**src/rtl/game_flow_pkg.sv**
```systemverilog
// Shared state encoding, stage numbering and registered output bundle for
// the game flow sequencer.
package game_flow_pkg;

  localparam int STATE_W = 4;

  typedef enum logic [STATE_W-1:0] {
    ST_RESTART    = 4'd0,
    ST_WAIT_START = 4'd1,
    ST_S1_BEGIN   = 4'd2,
    ST_S1_PLAY    = 4'd3,
    ST_S1_END     = 4'd4,
    ST_S2_BEGIN   = 4'd5,
    ST_S2_PLAY    = 4'd6,
    ST_S2_END     = 4'd7,
    ST_S3_BEGIN   = 4'd8,
    ST_S3_PLAY    = 4'd9,
    ST_S3_END     = 4'd10,
    ST_WIN        = 4'd11,
    ST_OVER       = 4'd12
  } state_t;

  localparam logic [1:0] STAGE_NONE = 2'd0;
  localparam logic [1:0] STAGE_1    = 2'd1;
  localparam logic [1:0] STAGE_2    = 2'd2;
  localparam logic [1:0] STAGE_3    = 2'd3;

  // Every output of the sequencer lives in this one registered bundle.
  // stage_begin[0]/stage_done[0] belong to stage 1.
  typedef struct packed {
    logic       wait_start;
    logic [2:0] stage_begin;
    logic [2:0] stage_done;
    logic       win;
    logic       game_over;
    logic       play_enable;
    logic [1:0] stage_num;
    logic       display_resetn;
    logic       time_up;
  } flow_out_t;

  // Value held while resetn is low: title requested, display side held clear.
  localparam flow_out_t OUT_RESET = '{
    wait_start:     1'b1,
    stage_begin:    3'b000,
    stage_done:     3'b000,
    win:            1'b0,
    game_over:      1'b0,
    play_enable:    1'b0,
    stage_num:      2'd0,
    display_resetn: 1'b0,
    time_up:        1'b0
  };

  // Starting point for the decode: nothing requested, display side released.
  localparam flow_out_t OUT_IDLE = '{
    wait_start:     1'b0,
    stage_begin:    3'b000,
    stage_done:     3'b000,
    win:            1'b0,
    game_over:      1'b0,
    play_enable:    1'b0,
    stage_num:      2'd0,
    display_resetn: 1'b1,
    time_up:        1'b0
  };

  function automatic logic is_play(input state_t s);
    return (s == ST_S1_PLAY) || (s == ST_S2_PLAY) || (s == ST_S3_PLAY);
  endfunction

endpackage

```
**src/rtl/sync_rise_detect.sv**
```systemverilog
// Brings an asynchronous level into the clk domain and flags its rising edge
// for exactly one cycle, however long the level stays high.
module sync_rise_detect (
  input  logic clk,
  input  logic resetn,
  input  logic d,
  output logic rise
);

  logic meta;
  logic synced;
  logic prev;

  // Two-flop synchronizer followed by a delayed copy used for edge detection.
  always_ff @(posedge clk or negedge resetn) begin
    if (!resetn) begin
      meta   <= 1'b0;
      synced <= 1'b0;
      prev   <= 1'b0;
    end else begin
      meta   <= d;
      synced <= meta;
      prev   <= synced;
    end
  end

  assign rise = synced & ~prev;

endmodule

```
**src/rtl/game_flow_control.sv**
```systemverilog
// Top-level game sequencer. Raises one display request at a time, waits for
// the display side to acknowledge it, runs the per-stage play timer and
// issues the restart clear for the display side's sticky done flags.
module game_flow_control
  import game_flow_pkg::*;
#(
  parameter int unsigned STAGE_CYCLES = 32'd3_000_000_000,
  parameter int unsigned TW           = 32
) (
  input  logic clk,
  input  logic resetn,
  input  logic start,
  input  logic start_display_done,
  input  logic stage_1_begin_done,
  input  logic stage_2_begin_done,
  input  logic stage_3_begin_done,
  input  logic stage_1_end_display_done,
  input  logic stage_2_end_display_done,
  input  logic stage_3_end_display_done,
  input  logic stage_clear,
  input  logic player_dead,
  output logic wait_start,
  output logic stage_1_begin,
  output logic stage_2_begin,
  output logic stage_3_begin,
  output logic stage_1_done,
  output logic stage_2_done,
  output logic stage_3_done,
  output logic win,
  output logic game_over,
  output logic play_enable,
  output logic [1:0] stage_num,
  output logic display_resetn,
  output logic time_up
);

  localparam logic [TW-1:0] STAGE_LOAD = TW'(STAGE_CYCLES - 32'd1);
  localparam logic [TW-1:0] TIMER_ZERO = {TW{1'b0}};
  localparam logic [TW-1:0] TIMER_ONE  = {{(TW-1){1'b0}}, 1'b1};

  state_t          state;
  state_t          next_state;
  logic [TW-1:0]   timer;
  logic [TW-1:0]   timer_next;
  logic            expired;
  logic            start_rise;
  flow_out_t       outs;
  flow_out_t       outs_next;

  sync_rise_detect u_start_sync (
    .clk    (clk),
    .resetn (resetn),
    .d      (start),
    .rise   (start_rise)
  );

  // The timer is only meaningful in PLAY; a zero reading there ends the stage.
  assign expired = is_play(state) && (timer == TIMER_ZERO);

  // Next-state logic: death or expiry in PLAY takes priority over a clear.
  always_comb begin
    next_state = state;
    case (state)
      ST_RESTART:    next_state = ST_WAIT_START;
      ST_WAIT_START: next_state = start_display_done ? ST_S1_BEGIN : ST_WAIT_START;
      ST_S1_BEGIN:   next_state = stage_1_begin_done ? ST_S1_PLAY : ST_S1_BEGIN;
      ST_S2_BEGIN:   next_state = stage_2_begin_done ? ST_S2_PLAY : ST_S2_BEGIN;
      ST_S3_BEGIN:   next_state = stage_3_begin_done ? ST_S3_PLAY : ST_S3_BEGIN;
      ST_S1_PLAY: begin
        if (player_dead || expired) begin
          next_state = ST_OVER;
        end else if (stage_clear) begin
          next_state = ST_S1_END;
        end else begin
          next_state = ST_S1_PLAY;
        end
      end
      ST_S2_PLAY: begin
        if (player_dead || expired) begin
          next_state = ST_OVER;
        end else if (stage_clear) begin
          next_state = ST_S2_END;
        end else begin
          next_state = ST_S2_PLAY;
        end
      end
      ST_S3_PLAY: begin
        if (player_dead || expired) begin
          next_state = ST_OVER;
        end else if (stage_clear) begin
          next_state = ST_S3_END;
        end else begin
          next_state = ST_S3_PLAY;
        end
      end
      ST_S1_END:     next_state = stage_1_end_display_done ? ST_S2_BEGIN : ST_S1_END;
      ST_S2_END:     next_state = stage_2_end_display_done ? ST_S3_BEGIN : ST_S2_END;
      ST_S3_END:     next_state = stage_3_end_display_done ? ST_WIN : ST_S3_END;
      ST_WIN:        next_state = start_rise ? ST_RESTART : ST_WIN;
      ST_OVER:       next_state = start_rise ? ST_RESTART : ST_OVER;
      default:       next_state = ST_WAIT_START;
    endcase
  end

  // Timer load on PLAY entry, count down while staying in PLAY, hold otherwise.
  always_comb begin
    timer_next = timer;
    if (!is_play(state) && is_play(next_state)) begin
      timer_next = STAGE_LOAD;
    end else if (is_play(state) && is_play(next_state)) begin
      timer_next = timer - TIMER_ONE;
    end else begin
      timer_next = timer;
    end
  end

  // Moore decode of the state being entered, so outputs change with the state.
  always_comb begin
    outs_next                = OUT_IDLE;
    outs_next.display_resetn = (next_state != ST_RESTART);
    outs_next.play_enable    = is_play(next_state);
    outs_next.time_up        = is_play(next_state) && (timer_next == TIMER_ZERO);
    case (next_state)
      ST_RESTART:    outs_next.stage_num = STAGE_NONE;
      ST_WAIT_START: outs_next.wait_start = 1'b1;
      ST_S1_BEGIN: begin
        outs_next.stage_begin[0] = 1'b1;
        outs_next.stage_num      = STAGE_1;
      end
      ST_S1_PLAY:    outs_next.stage_num = STAGE_1;
      ST_S1_END: begin
        outs_next.stage_done[0] = 1'b1;
        outs_next.stage_num     = STAGE_1;
      end
      ST_S2_BEGIN: begin
        outs_next.stage_begin[1] = 1'b1;
        outs_next.stage_num      = STAGE_2;
      end
      ST_S2_PLAY:    outs_next.stage_num = STAGE_2;
      ST_S2_END: begin
        outs_next.stage_done[1] = 1'b1;
        outs_next.stage_num     = STAGE_2;
      end
      ST_S3_BEGIN: begin
        outs_next.stage_begin[2] = 1'b1;
        outs_next.stage_num      = STAGE_3;
      end
      ST_S3_PLAY:    outs_next.stage_num = STAGE_3;
      ST_S3_END: begin
        outs_next.stage_done[2] = 1'b1;
        outs_next.stage_num     = STAGE_3;
      end
      ST_WIN: begin
        outs_next.win       = 1'b1;
        outs_next.stage_num = STAGE_3;
      end
      ST_OVER: begin
        // OVER is only reached from PLAY, so the current stage is the last one.
        outs_next.game_over = 1'b1;
        outs_next.stage_num = outs.stage_num;
      end
      default:       outs_next.wait_start = 1'b1;
    endcase
  end

  // State, timer and output registers share one edge and one async reset.
  always_ff @(posedge clk or negedge resetn) begin
    if (!resetn) begin
      state <= ST_WAIT_START;
      timer <= TIMER_ZERO;
      outs  <= OUT_RESET;
    end else begin
      state <= next_state;
      timer <= timer_next;
      outs  <= outs_next;
    end
  end

  assign wait_start     = outs.wait_start;
  assign stage_1_begin  = outs.stage_begin[0];
  assign stage_2_begin  = outs.stage_begin[1];
  assign stage_3_begin  = outs.stage_begin[2];
  assign stage_1_done   = outs.stage_done[0];
  assign stage_2_done   = outs.stage_done[1];
  assign stage_3_done   = outs.stage_done[2];
  assign win            = outs.win;
  assign game_over      = outs.game_over;
  assign play_enable    = outs.play_enable;
  assign stage_num      = outs.stage_num;
  assign display_resetn = outs.display_resetn;
  assign time_up        = outs.time_up;

endmodule

```
**config.mk**
```make
export PLATFORM = sky130hd
export DESIGN_NAME = game_flow_control
export DESIGN_NICKNAME = d
export VERILOG_FILES = /design/src/rtl/game_flow_pkg.sv /design/src/rtl/sync_rise_detect.sv /design/src/rtl/game_flow_control.sv
export SDC_FILE = /design/constraint.sdc
export NUM_CORES = 1
export LEC_CHECK = 0
export CORE_ASPECT_RATIO = 1.5
export CORE_MARGIN = 5
export CORE_UTILIZATION = 55
export CTS_CLUSTER_SIZE = 25
export DETAILED_ROUTE_END_ITERATION = 12
export PLACE_DENSITY = 0.76
export SYNTH_ARGS = -nofsm -noshare
export SYNTH_HDL_FRONTEND = slang
export SYNTH_HIERARCHICAL = 1
export SYNTH_SLANG_ARGS = --single-unit
```
**constraint.sdc**
```tcl
create_clock -name clk -period 4.3 [get_ports clk]
set_input_delay 1.075 -clock clk [delete_from_list [all_inputs] [get_ports clk]]
set_output_delay 1.075 -clock clk [all_outputs]
set_load 0.02 [all_outputs]
```
==> run_results.csv, run 1 <==
group,metric,value,unit
hold_path,hold_depth,0,
synthesis,ys_seq_area_frac,0.417,
synthesis,synth_edf_count,0,
die,num_rows,34,
placement,gp_congestion,0.941,
synthesis,synth_fp_nets,390,
setup_path,r2r-end,"time_up$_DFF_PN0_",
setup_path,cp-end-kind,"register",
cts,postCtsSetupRepairBufs,0,
setup_path,r2r_start,"state[0]$_DFF_PN1_",
synthesis,avgSynthCellArea,8.48,um2
drt,vias_per_cell,6.25,
sta,drv_slew,0,
synthesis,synth_cell_types,66,
setup_path,crit_type,"in -> reg",
pwr,leakagePower,0.00141,uW
grt,grt_pass1_wl,13500,um
cts,holdBufCountCts,0,
pwr,total_power,2330,uW
hold_path,worstHoldEndpoint,"u_start_sync/synced$_DFF_PN0_",
cts,cts_root_buffer,"clkbuf_8",
sta,setup_tns,0,ps
pwr,powerDensity,636,nW/um2
grt,gr-total-overflow,0,
sta,clock_skew,5.65,ps
setup_path,reg2reg_slack,500,ps
grt,antenna_found_initial,0,
cts,tritoncts,"built",
placement,dp_hpwl,6090,um
drt,drt_iter0_drc,147,
drt,drt_first_pass_iters,5,
cts,clk_latency,320,ps
pwr,vdd_drop_max,0.000231,V
setup_path,crit_arrival,4220,ps
die,num_io_pins,26,
cells_and_area,final_common_cell,"dfrtp_1",
drt,drcViolationCount,0,
placement,portBuffers,25,
sta,worst_pin_slew,846,ps
cts,cts.sinks,53,
grt,grt_max_degree,31,
drt,routedWlPerCell,17.3,um
hold_path,min_path_type,"reg -> reg",
cells_and_area,fin_nets,418,
cells_and_area,largest-register,"timer",
synthesis,yosysWarningCount,6,
synthesis,ys_ff_latch,53,
sta,fmax,0.251,GHz
die,die_y,103,um
run,timing.max_cap.violations,0,
drt,wl,8230,um
hold_path,min-delay-start,"u_start_sync/meta$_DFF_PN0_",
sta,finalCritPeriodShare,0.926,
die,start_util,0.555,
grt,grt_pass1_vias,2884,
cts,cts_htree_levels,2,
die,die_w,72.2,um
sta,slew_headroom,0.434,
die,dieArea,7450,um2
cells_and_area,diodes,0,
sta,setup_viol,0,
setup_path,rr_worst_depth,11,
setup_path,crit_required,4540,ps
drt,vias,2980,
cells_and_area,final_cell_mix,"dfrtp_1 (51), nand2_1 (44), nor2_1 (38)",
cts,clk_pin_slew,100,ps
cells_and_area,area_growth_syn_to_layout,15.1,%
sta,rsz0062_at_grt,"false",
cts,cts_buffer_depth,2,
setup_path,worstSetupStartpointType,"input pin",
grt,grt_use_total,0.231,
die,core,5740,um2
synthesis,synthCells,376,
cells_and_area,largest_register_ffs,32,
setup_path,worstPathMaxFanout,5,
synthesis,synth_top_flop_cell,"dfrtp_1",
outcome,outcome,"complete, no violations",
cts,cts_made_buffers,5,
drt,ant_nets,0,
synthesis,synthArstFlopShare,1.00,
sta,period_needed,3980,ps
sta,finalHoldViolations,0,
synthesis,syn_area,3190,um2
cts,cts_resized,0,
cells_and_area,layout-drive-gt1-share,0.116,
[where the power goes]
group	total (uW)	switching (uW)	internal, uW
combinational	1270	761	514
sequential	759	144	615
clock	299	180	119
[worst max-delay path by stage]
stage                                         from                end  slack, ps  cells after the start
after floorplan           stage_2_end_display_done  time_up$_DFF_PN0_        570                     10
after global placement    stage_2_end_display_done  time_up$_DFF_PN0_        120                     11
after detailed placement               stage_clear  time_up$_DFF_PN0_          6                     13
after CTS                              stage_clear  time_up$_DFF_PN0_        330                     13
after global routing                   stage_clear  time_up$_DFF_PN0_        150                     13
final                                  stage_clear  time_up$_DFF_PN0_        320                     13
[critical path: stages]
cell	delay (ps)
clkdlybuf4s50_1	550
nor3b_1	90
a21oi_1	140
o22ai_1	170
a2111oi_4	600
inv_2	130
nand4b_1	200
o21a_4	190
inv_2	60
a21oi_1	130
a31oi_1	70
or4b_1	550
nor4_2	260
[per-stage QoR]
step | instances | setup WS (ps) | cell area, um2 | hold slack (ps) | util
6_report | 477 | 319 | 3670 | 374 | 0.639
3_3_place_gp | 469 | 121 | 3570 | 333 | 0.622
4_1_cts | 477 | 328 | 3670 | 377 | 0.639
3_5_place_dp | 469 | 6.47 | 3570 | 354 | 0.622
5_1_grt | 477 | 146 | 3670 | 386 | 0.639
2_1_floorplan | 376 | 569 | 3190 | 331 | -
[cell type report]
cell class,instances,area [um2]
fill,501,2070
multi-input combinational,287,1720
sequential,53,1330
timing repair buffer,44,388
tap,72,90.1
clock buffer,5,68.8
inverter,13,48.8
clock inverter,3,26.3
[logic make-up (layout without fill, tap and decap cells)]
kind of cell,Yosys count,count (layout),share of synthesized area
DFF,53,53,0.417
AOI/OAI and AO/OA,108,108,0.224
adders and majority gates,2,2,0.00785
muxes,2,2,0.00628
and+or+nand+nor,167,167,0.277
xor gates and xnor gates,8,8,0.0243
buffers and inverters,36,65,0.0440
[Yosys cell counts, types with 3 or more instances]
library cell,number,area (um2)
nand3_1,7,35.0
o22a_1,3,26.3
and2_1,5,31.3
and3_1,4,25.0
nand4_1,4,25.0
buf_2,4,20.0
o21ai_0,29,145
nand2_1,44,165
nor3_1,16,80.1
nor2_1,38,143
nor2b_1,3,18.8
inv_1,11,41.3
o22ai_1,3,18.8
o32ai_1,3,26.3
nand2b_1,6,37.5
a31oi_1,8,50.1
xnor2_1,5,43.8
nand3b_1,3,22.5
a21oi_1,31,155
or3_1,6,37.5
o21bai_1,3,22.5
o31ai_1,3,22.5
nor4_1,10,62.6
dfrtp_1,51,1280
clkbuf_1,18,67.6
[metal layers]
| layer | GRT usage | wire (um) | up-vias |
|---|---|---|---|
| met1 | 0.252 | 3040 | 1434 |
| met2 | 0.427 | 4550 | 100 |
| met5 | 0 | 0 | - |
| met4 | 0.127 | 241 | 0 |
| met3 | 0.0309 | 399 | 23 |
| li1 | - | - | 1423 |
No activity file was read; power rests on OpenSTA's default activity.
==> inputs of run 2 (changes only) <==
MAX_ROUTING_LAYER = met4   (was unset)
==> run_results.csv, run 2 (same netlist as run 1, synthesis figures left out) <==
group,metric,value,unit
setup_path,worstPathMaxFanout,6,
drt,wl_met3,359,um
cts,tritoncts,"built",
die,dieArea,7450,um2
cells_and_area,area_growth_syn_to_layout,16.4,%
die,core,5740,um2
sta,period_needed,3980,ps
drt,vias,2961,
drt,drt_first_pass_iters,4,
placement,post-place-cells,474,
cells_and_area,layout-drive-gt1-share,0.127,
grt,grt_max_degree,31,
grt,grt_use_total,0.244,
cts,cts.sinks,53,
placement,dp_hpwl,6090,um
sta,rsz0062_at_grt,"false",
drt,routedWlPerCell,17.0,um
placement,gp_congestion,0.920,
sta,drv_slew,0,
pwr,powerDensity,637,nW/um2
placement,portBuffers,25,
pwr,vdd_drop_max,0.000278,V
cts,cts_made_buffers,5,
hold_path,min_path_type,"reg -> reg",
cells_and_area,fin_cells,482,
setup_path,crit_arrival,4220,ps
grt,grt_pass1_wl,13900,um
setup_path,crit_required,4540,ps
cells_and_area,fin_nets,423,
drt,vias_per_cell,6.14,
cts,cts_root_buffer,"clkbuf_8",
drt,wl_met2,4330,um
drt,wirelength_met1,3220,um
cts,cts_buffer_depth,2,
setup_path,critPathSlowestCell,"or4b_1",
sta,hold-worst-slack,365,ps
setup_path,path_cells,"clkdlybuf4s50_1 > or3b_2 > a21oi_1 > a311oi_1 > o21ai_0 > nand2b_1 > o21a_4 > nor4_1 > xnor2_1 > or4b_1 > nor4_2",
sta,finalHoldViolations,0,
grt,gr-total-overflow,0,
setup_path,slowest_delay,470,ps
grt,antenna_found_initial,0,
die,die_y,103,um
setup_path,cp_num_buf_inv,1,
sta,slew_headroom,0.477,
drt,top_layer,"met4",
drt,drcViolationCount,0,
sta,clock_skew,15.2,ps
die,num_rows,34,
sta,worst_pin_slew,782,ps
die,start_util,0.555,
run,timing.max_cap.violations,0,
cts,cts_resized,0,
cts,clk_pin_slew,110,ps
setup_path,cp-end-kind,"register",
die,die_w,72.2,um
cells_and_area,final_cell_mix,"dfrtp_1 (51), nand2_1 (44), nor2_1 (38)",
cells_and_area,diodes,0,
sta,fmax,0.251,GHz
drt,drt_iter0_drc,160,
cts,postCtsSetupRepairBufs,0,
cells_and_area,final_util,0.646,
sta,setup_tns,0,ps
cts,cts_htree_levels,2,
cells_and_area,final_common_cell,"dfrtp_1",
drt,ant_nets,0,
pwr,leakagePower,0.00144,uW
cells_and_area,largest-register,"timer",
cts,holdBufCountCts,0,
setup_path,crit_type,"in -> reg",
grt,grt_pass1_vias,2871,
die,num_io_pins,26,
sta,setup_viol,0,
setup_path,crit_family,"simple AND/OR/NAND/NOR gates",
cts,clk_latency,330,ps
setup_path,worstSetupStartpointType,"input pin",
sta,finalCritPeriodShare,0.926,
outcome,outcome,"complete, no violations",
cells_and_area,largest_register_ffs,32,
drt,wl,8170,um
run 2: cell count changes in the layout (fill, tap and decap cells not counted):
| cell | change |
|---|---|
| buf_4 | +5 |
| clkinv_4 | -1 |
| inv_8 | +1 |
run 2: final timing paths:
kind	from	endpoint	slack, ps	cells past startpoint
max in group asynchronous	resetn	timer[30]$_DFF_PN0_	2790	2
worst min-delay path	u_start_sync/meta$_DFF_PN0_	u_start_sync/synced$_DFF_PN0_	370	0
worst max register to register	state[0]$_DFF_PN1_	time_up$_DFF_PN0_	400	11
worst max-delay path	stage_2_end_display_done	time_up$_DFF_PN0_	320	11
worst min register to register	u_start_sync/meta$_DFF_PN0_	u_start_sync/synced$_DFF_PN0_	370	0
min in group asynchronous	resetn	stage_num[1]$_DFFE_PN0N_	700	1
run 2: metal layers:
layer  up-vias  global-route usage
met1      1413               0.276
met4         0               0.110
met3        25              0.0387
met2        90               0.422
met5         -                   -
li1       1433                   -
run 2: power breakdown:
group	leakage (uW)	total, uW	internal, uW	switching, uW
sequential	0.000614	740	615	125
combinational	0.000774	1310	531	780
clock	0.0000506	310	122	188
run 2: final cells by class:
type / instances / area (um2)
Inverter: 13 / 48.8
Timing Repair Buffer: 49 / 425
Fill cell: 527 / 2030
Tap cell: 72 / 90.1
Multi-Input combinational cell: 287 / 1720
Clock buffer: 5 / 68.8
Clock inverter: 3 / 28.8
Sequential cell: 53 / 1330
run 2: through the flow:
step | cell area (um2) | total power [uW] | setup WS, ps
after floorplan | 3190 | 1600 | 569
after global placement | 3610 | 2030 | 89.8
after detailed placement | 3610 | 2050 | 24.7
after CTS | 3710 | 2370 | 305
after global routing | 3710 | 2530 | 16.8
final | 3710 | 2360 | 319
==> inputs of run 3 (changes only) <==
CELL_PAD_IN_SITES_DETAIL_PLACEMENT = 0   (was unset)
CELL_PAD_IN_SITES_GLOBAL_PLACEMENT = 2   (was unset)
CORE_UTILIZATION = 36   (was 55)
PLACE_DENSITY = unset   (was 0.76)
PLACE_DENSITY_LB_ADDON = 0.1   (was unset)
==> run_results.csv, run 3 (same netlist as run 1, synthesis figures left out) <==
group,metric,value,unit
die,core,8720,um2
cells_and_area,area_growth_syn_to_layout,23.2,%
setup_path,crit_required,4510,ps
die,num_io_pins,26,
pwr,vdd_drop_max,0.000282,V
sta,drv_slew,0,
cts,cts_resized,0,
grt,use_met1,0.227,
setup_path,rr_worst_depth,10,
placement,dp_hpwl,7350,um
drt,vias_per_cell,5.60,
grt,grt_pass1_vias,2986,
setup_path,cp-end-kind,"register",
grt,grt_pass1_wl,16100,um
sta,rsz0062_at_grt,"false",
cts,clk_pin_slew,80,ps
pwr,total_power,2590,uW
sta,fmax,0.245,GHz
sta,finalCritPeriodShare,0.949,
pwr,comb_power_share,0.556,
die,die_w,86.8,um
setup_path,worstPathMaxFanout,7,
sta,setup_slack,219,ps
run,timing.max_cap.violations,0,
outcome,outcome,"complete, no violations",
pwr,switchingPower,1170,uW
grt,grt_max_degree,32,
placement,gp_congestion,0.834,
sta,setup_tns,0,ps
cells_and_area,final_cell_mix,"dfrtp_1 (51), nand2_1 (44), buf_4 (39)",
cts,cts_buffer_depth,2,
drt,drt_iter0_drc,212,
pwr,p_int,1420,uW
setup_path,r2r-end,"time_up$_DFF_PN0_",
drt,drt_first_pass_iters,4,
grt,grt_use_met2,0.327,
die,start_util,0.365,
sta,slew_headroom,0.598,
cells_and_area,largest-register,"timer",
cts,cts_made_buffers,5,
setup_path,worstSetupStartpointType,"input pin",
setup_path,r2r_start,"timer[16]$_DFF_PN0_",
sta,hold-worst-slack,353,ps
sta,clock_skew,5.11,ps
grt,grt_use_met3,0.0257,
hold_path,min-delay-start,"u_start_sync/meta$_DFF_PN0_",
cts,clk_latency,300,ps
die,dieArea,10900,um2
drt,wl,9830,um
cts,postCtsSetupRepairBufs,0,
drt,ant_nets,0,
die,num_rows,42,
cells_and_area,final_common_cell,"dfrtp_1",
cts,cts.sinks,53,
cells_and_area,diodes,0,
hold_path,worstHoldEndpoint,"u_start_sync/synced$_DFF_PN0_",
pwr,leakagePower,0.00154,uW
hold_path,min_path_type,"reg -> reg",
drt,vias,2998,
sta,setup_viol,0,
sta,worst_pin_slew,597,ps
cells_and_area,stdcell_area,3930,um2
drt,drcViolationCount,0,
cells_and_area,layout-drive-gt1-share,0.158,
grt,gr-max-usage-layer,"met2",
setup_path,crit_type,"in -> reg",
pwr,clockPowerShare,0.168,
sta,period_needed,4080,ps
hold_path,hold_depth,0,
cts,holdBufCountCts,0,
pwr,powerDensity,660,nW/um2
grt,gr-total-overflow,0,
cts,cts_root_buffer,"clkbuf_16",
cts,cts_htree_levels,2,
placement,placed_area,3770,um2
pwr,sw_frac_of_total,0.453,
sta,finalHoldViolations,0,
die,die_y,125,um
cells_and_area,fin_nets,438,
setup_path,reg2reg_slack,420,ps
grt,antenna_found_initial,0,
cts,tritoncts,"built",
drt,routedWlPerCell,18.4,um
pwr,seqPwrFrac,0.277,
cells_and_area,largest_register_ffs,32,
placement,portBuffers,25,
grt,grt_use_total,0.197,
setup_path,crit_arrival,4290,ps
placement,pre_cts_slack,-63.5,ps
[run 3: cell type report]
cell class,instances,area (um2)
clock buffer,5,125
multi-input combinational,287,1720
clock inverter,3,28.8
fill,895,4800
sequential,53,1330
inverter,13,48.8
tap,110,138
timing repair buffer,64,538
[run 3: critical path, stage by stage]
cell and delay, ps:
clkdlybuf4s50_1 450, and3_1 230, o32ai_1 260, nand2_1 80, a2111o_1 480, xnor2_2 190, o21a_4 260, nor4_1 290
xnor2_1 200, or4b_1 480, nor4_2 290
[run 3: power by group through the flow]
stage	Combinational [uW]	Sequential, uW	Clock (uW)
floorplan	848	748	0
global placement	1440	725	0
detailed placement	1440	726	0
CTS	1450	716	453
global route	1580	733	476
finish	1440	717	434
[run 3: per-layer routing]
metal  vias to the layer above  wire length, um
met4                         0              451
met1                      1448             4020
met5                         -                0
met2                        59             5110
met3                        27              250
li1                       1464                -
[run 3: worst max path at each step]
stage / startpoint / endpoint / slack, ps / depth (start not counted)
floorplan: stage_2_end_display_done / time_up$_DFF_PN0_ / 570 / 10
CTS: stage_2_end_display_done / time_up$_DFF_PN0_ / 240 / 11
global route: stage_2_end_display_done / time_up$_DFF_PN0_ / 50 / 11
global placement: stage_2_end_display_done / time_up$_DFF_PN0_ / -3 / 11
detailed placement: stage_2_end_display_done / time_up$_DFF_PN0_ / -60 / 11
finish: stage_2_end_display_done / time_up$_DFF_PN0_ / 220 / 11
[run 3: through the flow]
| stage | utilization | cells |
|---|---|---|
| finish | 0.450 | 535 |
| global route | 0.450 | 535 |
| CTS | 0.450 | 535 |
| detailed placement | 0.432 | 527 |
| global placement | 0.432 | 527 |
| floorplan | - | 376 |
